$ cat config.mk
export PLATFORM = sky130hd
export DESIGN_NAME = contador_n
export DESIGN_NICKNAME = d
export VERILOG_FILES = /design/src/rtl/contador_n.sv
export SDC_FILE = /design/constraint.sdc
export NUM_CORES = 1
export LEC_CHECK = 0
export ABC_AREA = 1
export BUFFER_PORTS_ARGS = -buffer_cell sky130_fd_sc_hd__buf_2
export CAP_MARGIN = 30
export CORE_MARGIN = 4
export CORE_UTILIZATION = 54
export CTS_CLUSTER_DIAMETER = 150
export CTS_CLUSTER_SIZE = 30
export DETAILED_ROUTE_END_ITERATION = 8
export PLACE_DENSITY = 0.83
export RECOVER_POWER = 50
export SLEW_MARGIN = 20
export SYNTH_ARGS = -nofsm -noshare
export SYNTH_HDL_FRONTEND = slang
export SYNTH_SLANG_ARGS = --single-unit
$ cat constraint.sdc
create_clock -name clk -period 3.8 [get_ports clk]
set_input_delay 0.95 -clock clk [delete_from_list [all_inputs] [get_ports clk]]
set_output_delay 0.95 -clock clk [all_outputs]
set_load 0.03 [all_outputs]
$ cat src/rtl/contador_n.sv
// Mode-selectable modulo counter with parallel load, ripple-carry/borrow and load-acknowledge pulses.
// Define CONTADOR_N_SAT_EN to replace the modular wrap with saturation at the count bounds.
module contador_n #(
  parameter int WIDTH = 4,
  parameter int STEP  = 3
) (
  input  logic             clk,
  input  logic             RESET,
  input  logic             ENABLE,
  input  logic [1:0]       MODO,
  input  logic [WIDTH-1:0] D,
  input  logic [WIDTH-1:0] LIMIT,
  output logic [WIDTH-1:0] Q,
  output logic             RCO,
  output logic             LOAD
);

  localparam logic [1:0] MODE_UP   = 2'b00;
  localparam logic [1:0] MODE_DOWN = 2'b01;
  localparam logic [1:0] MODE_STEP = 2'b10;
  localparam logic [1:0] MODE_LOAD = 2'b11;

  localparam logic [WIDTH-1:0] STEPW = WIDTH'(STEP);

  logic [WIDTH-1:0] nextq;
  logic             nextrco;
  logic             nextload;

`ifndef CONTADOR_N_SAT_EN
  // LIMIT+1+Q needs one extra bit; a value below STEP means the borrow overshoots the range.
  localparam logic [WIDTH:0] STEPX = (WIDTH+1)'(STEP);
  logic [WIDTH:0] sum;
  assign sum = {1'b0, LIMIT} + {1'b0, Q} + (WIDTH+1)'(1);
`endif

  always_comb begin
    nextq    = Q;
    nextrco  = 1'b0;
    nextload = 1'b0;
    case (MODO)
      MODE_UP: begin
        if (Q >= LIMIT) begin
          nextrco = 1'b1;
`ifdef CONTADOR_N_SAT_EN
          nextq   = LIMIT;
`else
          nextq   = '0;
`endif
        end else begin
          nextq = Q + WIDTH'(1);
        end
      end
      MODE_DOWN: begin
        if (Q == '0) begin
          nextrco = 1'b1;
`ifdef CONTADOR_N_SAT_EN
          nextq   = '0;
`else
          nextq   = LIMIT;
`endif
        end else begin
          nextq = Q - WIDTH'(1);
        end
      end
      MODE_STEP: begin
        if (Q >= STEPW) begin
          nextq = Q - STEPW;
        end else begin
          nextrco = 1'b1;
`ifdef CONTADOR_N_SAT_EN
          nextq   = '0;
`else
          nextq   = (sum < STEPX) ? LIMIT : WIDTH'(sum - STEPX);
`endif
        end
      end
      MODE_LOAD: begin
        nextq    = D;
        nextload = 1'b1;
      end
      default: begin
        nextq = Q;
      end
    endcase
  end

  // Disabled cycles hold the count but still clear both pulses.
  always_ff @(posedge clk) begin
    if (RESET) begin
      Q    <= '0;
      RCO  <= 1'b0;
      LOAD <= 1'b0;
    end else if (ENABLE) begin
      Q    <= nextq;
      RCO  <= nextrco;
      LOAD <= nextload;
    end else begin
      RCO  <= 1'b0;
      LOAD <= 1'b0;
    end
  end

endmodule

==> load_flow_metrics.sql <==
INSERT INTO impl_metrics (metric_group, metric, value, unit) VALUES
('global_route', 'grt_max_degree', '13', ''),
('worst_setup_path', 'path_common_cell', 'nand2_1', ''),
('power_and_ir_drop', 'power.clock.fraction', '18.8', '%'),
('power_and_ir_drop', 'cellPowerDensity', '314', 'nW/µm²'),
('power_and_ir_drop', 'vdd_drop_max', '179', 'µV'),
('timing', 'post_layout_min_period', '2.53', 'ns'),
('synthesis', 'most_used_standard_cells_in_the_synthesized_netlist', 'nand2_1 (42), inv_1 (23), nor2_1 (15), nand3_1 (13), ha_1 (12)', ''),
('worst_setup_path', 'path_delay_family', 'simple AND/OR/NAND/NOR gates', ''),
('cts', 'post-cts-setup-buffer-count', '0', ''),
('timing', 'setup_viol', '0', ''),
('worst_setup_path', 'critical_path_arrival', '2.68', 'ns'),
('synthesis', 'async_flop_share', '0', '%'),
('global_route', 'antenna_found_initial', '0', ''),
('timing', 'hold_viol_final', '0', ''),
('worst_setup_path', 'endpoint_kind', 'flip-flop', ''),
('worst_setup_path', 'critical_path.max_stage_delay', '0.49', 'ns'),
('route', 'detail_route.first_pass.iterations', '4', ''),
('worst_setup_path', 'reg2reg_depth', '14', ''),
('synthesis', 'post_synth.cell_area_avg', '6.08', 'µm²'),
('floorplanning', 'chipHeight', '50.0', 'µm'),
('placement', 'final_weighted_congestion_in_routability_driven_placement', '0.932', ''),
('power_and_ir_drop', 'switching_share', '48.6', '%'),
('route', 'drt_iter0_markers', '39', ''),
('synthesis', 'yosys.area.top_type_share', '16.5', '%'),
('timing', 'max_slew_margin', '61.5', '%'),
('global_route', 'first_global_vias', '936', ''),
('power_and_ir_drop', 'power', '0.339', 'mW'),
('outcome', 'run_status', 'completed', ''),
('route', 'drc', '0', ''),
('synthesis', 'ys_ff_latch', '6', ''),
('cts', 'root_buffer', 'clkbuf_4', ''),
('synthesis', 'yosysSeqAreaShare', '12.6', '%'),
('floorplanning', 'rows', '14', ''),
('synthesis', 'synth_most_common_cell', 'nand2_1', ''),
('worst_setup_path', 'slowest_stage', 'fa_1', ''),
('hold_path', 'hold_path_class', 'reg2reg', ''),
('power_and_ir_drop', 'internal_power', '0.174', 'mW'),
('worst_setup_path', 'path_max_fanout', '4', ''),
('synthesis', 'synth_top_area_cell', 'nand2_1', ''),
('floorplanning', 'core_region_area', '1590', 'µm²'),
('timing', 'layout_worst_path_cycle_share', '66.6', '%'),
('cts', 'post_cts.resized_instances', '0', ''),
('timing', 'fin_skew', '0.0106', 'ns'),
('synthesis', 'synth_cells', '157', ''),
('synthesis', 'ys_types', '26', ''),
('timing', 'worst-slew-pin-transition', '0.577', 'ns'),
('cells_and_area', 'nNetsFinal', '205', ''),
('hold_path', 'worstHoldStart', 'Q[0]', ''),
('floorplanning', 'die_outline_area', '2500', 'µm²'),
('worst_setup_path', 'rr_endpoint', 'Q[0]', ''),
('floorplanning', 'floorplan.initialDensity', '59.9', '%'),
('placement', 'numPortBuffers', '18', ''),
('hold_path', 'worst_hold_path.num_cells', '2', ''),
('synthesis', 'mappedNetlistNets', '183', ''),
('cts', 'cts_htree_levels', '1', ''),
('cells_and_area', 'layout-area-overhead-vs-synth', '13.1', '%'),
('cts', 'clk_transition_reported_paths', '0.06', 'ns'),
('timing', 'post_route_setup_tns', '0', 'ns'),
('power_and_ir_drop', 'seq_power_share', '23.9', '%'),
('worst_setup_path', 'regToRegStartpoint', 'Q[0]', ''),
('synthesis', 'synth.cell_area', '955', 'µm²'),
('worst_setup_path', 'cp-start-kind', 'input port', ''),
('worst_setup_path', 'critPathBufInv', '3', ''),
('worst_setup_path', 'regToRegSetupSlack', '1.36', 'ns'),
('timing', 'maxSlewViolCount', '0', ''),
('flow_run', 'max-cap-violations', '0', ''),
('cts', 'cts.hold.buffers_added', '0', ''),
('cts', 'cts-root-to-sink-buffers', '2', ''),
('global_route', 'grt_overflow_total', '0', ''),
('worst_setup_path', 'timing.critical_path.required', '3.95', 'ns'),
('synthesis', 'prevailing_post_synth_register_cell', 'dfxtp_1', '');
-- stage by stage --
| stage | area (µm²) | hold WS, ns | instances | setup WS (ns) | utilization [%] |
|---|---|---|---|---|---|
| floorplan | 955 | 0.646 | 157 | 1.32 | - |
| global placement | 1060 | 0.562 | 198 | 1.12 | 66.7 |
| detailed placement | 1060 | 0.578 | 198 | 1.01 | 66.7 |
| CTS | 1090 | 0.583 | 201 | 1.28 | 68.1 |
| global route | 1080 | 0.619 | 201 | 1.14 | 67.7 |
| finish | 1080 | 0.598 | 201 | 1.27 | 67.7 |
-- power groups by stage --
stage | combinational (mW) | sequential, mW | clock, mW
6_report | 0.195 | 0.0811 | 0.0637
4_1_cts | 0.195 | 0.0806 | 0.0622
2_1_floorplan | 0.144 | 0.0863 | 0
3_3_place_gp | 0.188 | 0.0813 | 0
5_1_grt | 0.222 | 0.0818 | 0.0695
3_5_place_dp | 0.194 | 0.0817 | 0
-- worst max-delay path by stage --
stage	startpoint	endpoint	slack [ns]	cells past startpoint
CTS	LIMIT[0]	Q[0]	1.28	15
global route	LIMIT[0]	Q[0]	1.14	15
floorplan	LIMIT[0]	Q[0]	1.32	14
global placement	LIMIT[0]	Q[2]	1.12	15
finish	LIMIT[0]	Q[0]	1.27	15
detailed placement	LIMIT[0]	Q[0]	1.01	15
-- area by class of cell --
class                      count  area (µm²)
sequential                     6         120
multi-input combinational    123         722
tap                           24        30.0
clock buffer                   3        22.5
fill                         162         514
timing repair buffer          18        83.8
inverter                      27         101
-- flip-flops by register name (all words and copies together), names as in the netlist --
signal and flops:
Q 4, LOAD 1, RCO 1
-- cells in the final DEF, fill, tap and decap left out, types with 2 or more instances in the layout --
| cell | Yosys | layout |
|---|---|---|
| nand3_1 | 13 | 13 |
| nor2_4 | 3 | 3 |
| dfxtp_1 | 6 | 6 |
| nor2_2 | 2 | 2 |
| xor2_1 | 2 | 2 |
| clkbuf_1 | 0 | 5 |
| o21ai_2 | 2 | 2 |
| buf_2 | 0 | 13 |
| inv_2 | 4 | 4 |
| nor2_1 | 15 | 15 |
| a31oi_1 | 2 | 2 |
| nor3_1 | 2 | 2 |
| clkbuf_4 | 0 | 3 |
| nand2_1 | 42 | 42 |
| inv_1 | 23 | 23 |
| a21oi_1 | 10 | 10 |
| nand2_2 | 4 | 4 |
| ha_1 | 12 | 12 |
| o211ai_1 | 4 | 4 |
| nand4_1 | 2 | 2 |
-- logic make-up (layout without fill, tap and decap cells) --
group / count (synthesis) / in the layout / share of synthesized area [%]
xor gates and xnor gates: 2 / 2 / 1.84
and+or+nand+nor: 86 / 86 / 41.4
DFF: 6 / 6 / 12.6
buffers and inverters: 28 / 48 / 11.8
adders and majority gates: 13 / 13 / 17.8
AOI/OAI and AO/OA: 22 / 22 / 14.5
-- worst register-to-register path, stage by stage, from the launching register on --
cell and delay (ns):
dfxtp_1 0.49, inv_1 0.21, ha_1 0.27, fa_1 0.49, inv_1 0.05, nand2_1 0.07, nand3_2 0.11, nor2_4 0.17
nand2_1 0.10, nand2_1 0.07, nand3_1 0.07, nand2_1 0.08, nand2_1 0.05, nand2_1 0.05, a21oi_1 0.06
-- per-layer routing --
layer  track usage [%]  vias to the layer above  wire length [µm]
met5                 0                        -                 0
met4              5.53                        0                10
met3              3.31                        2               175
met2              34.8                       46              1130
met1              28.5                      478              1160
li1                  -                      549                 -
(Power assumes the default switching activity.)
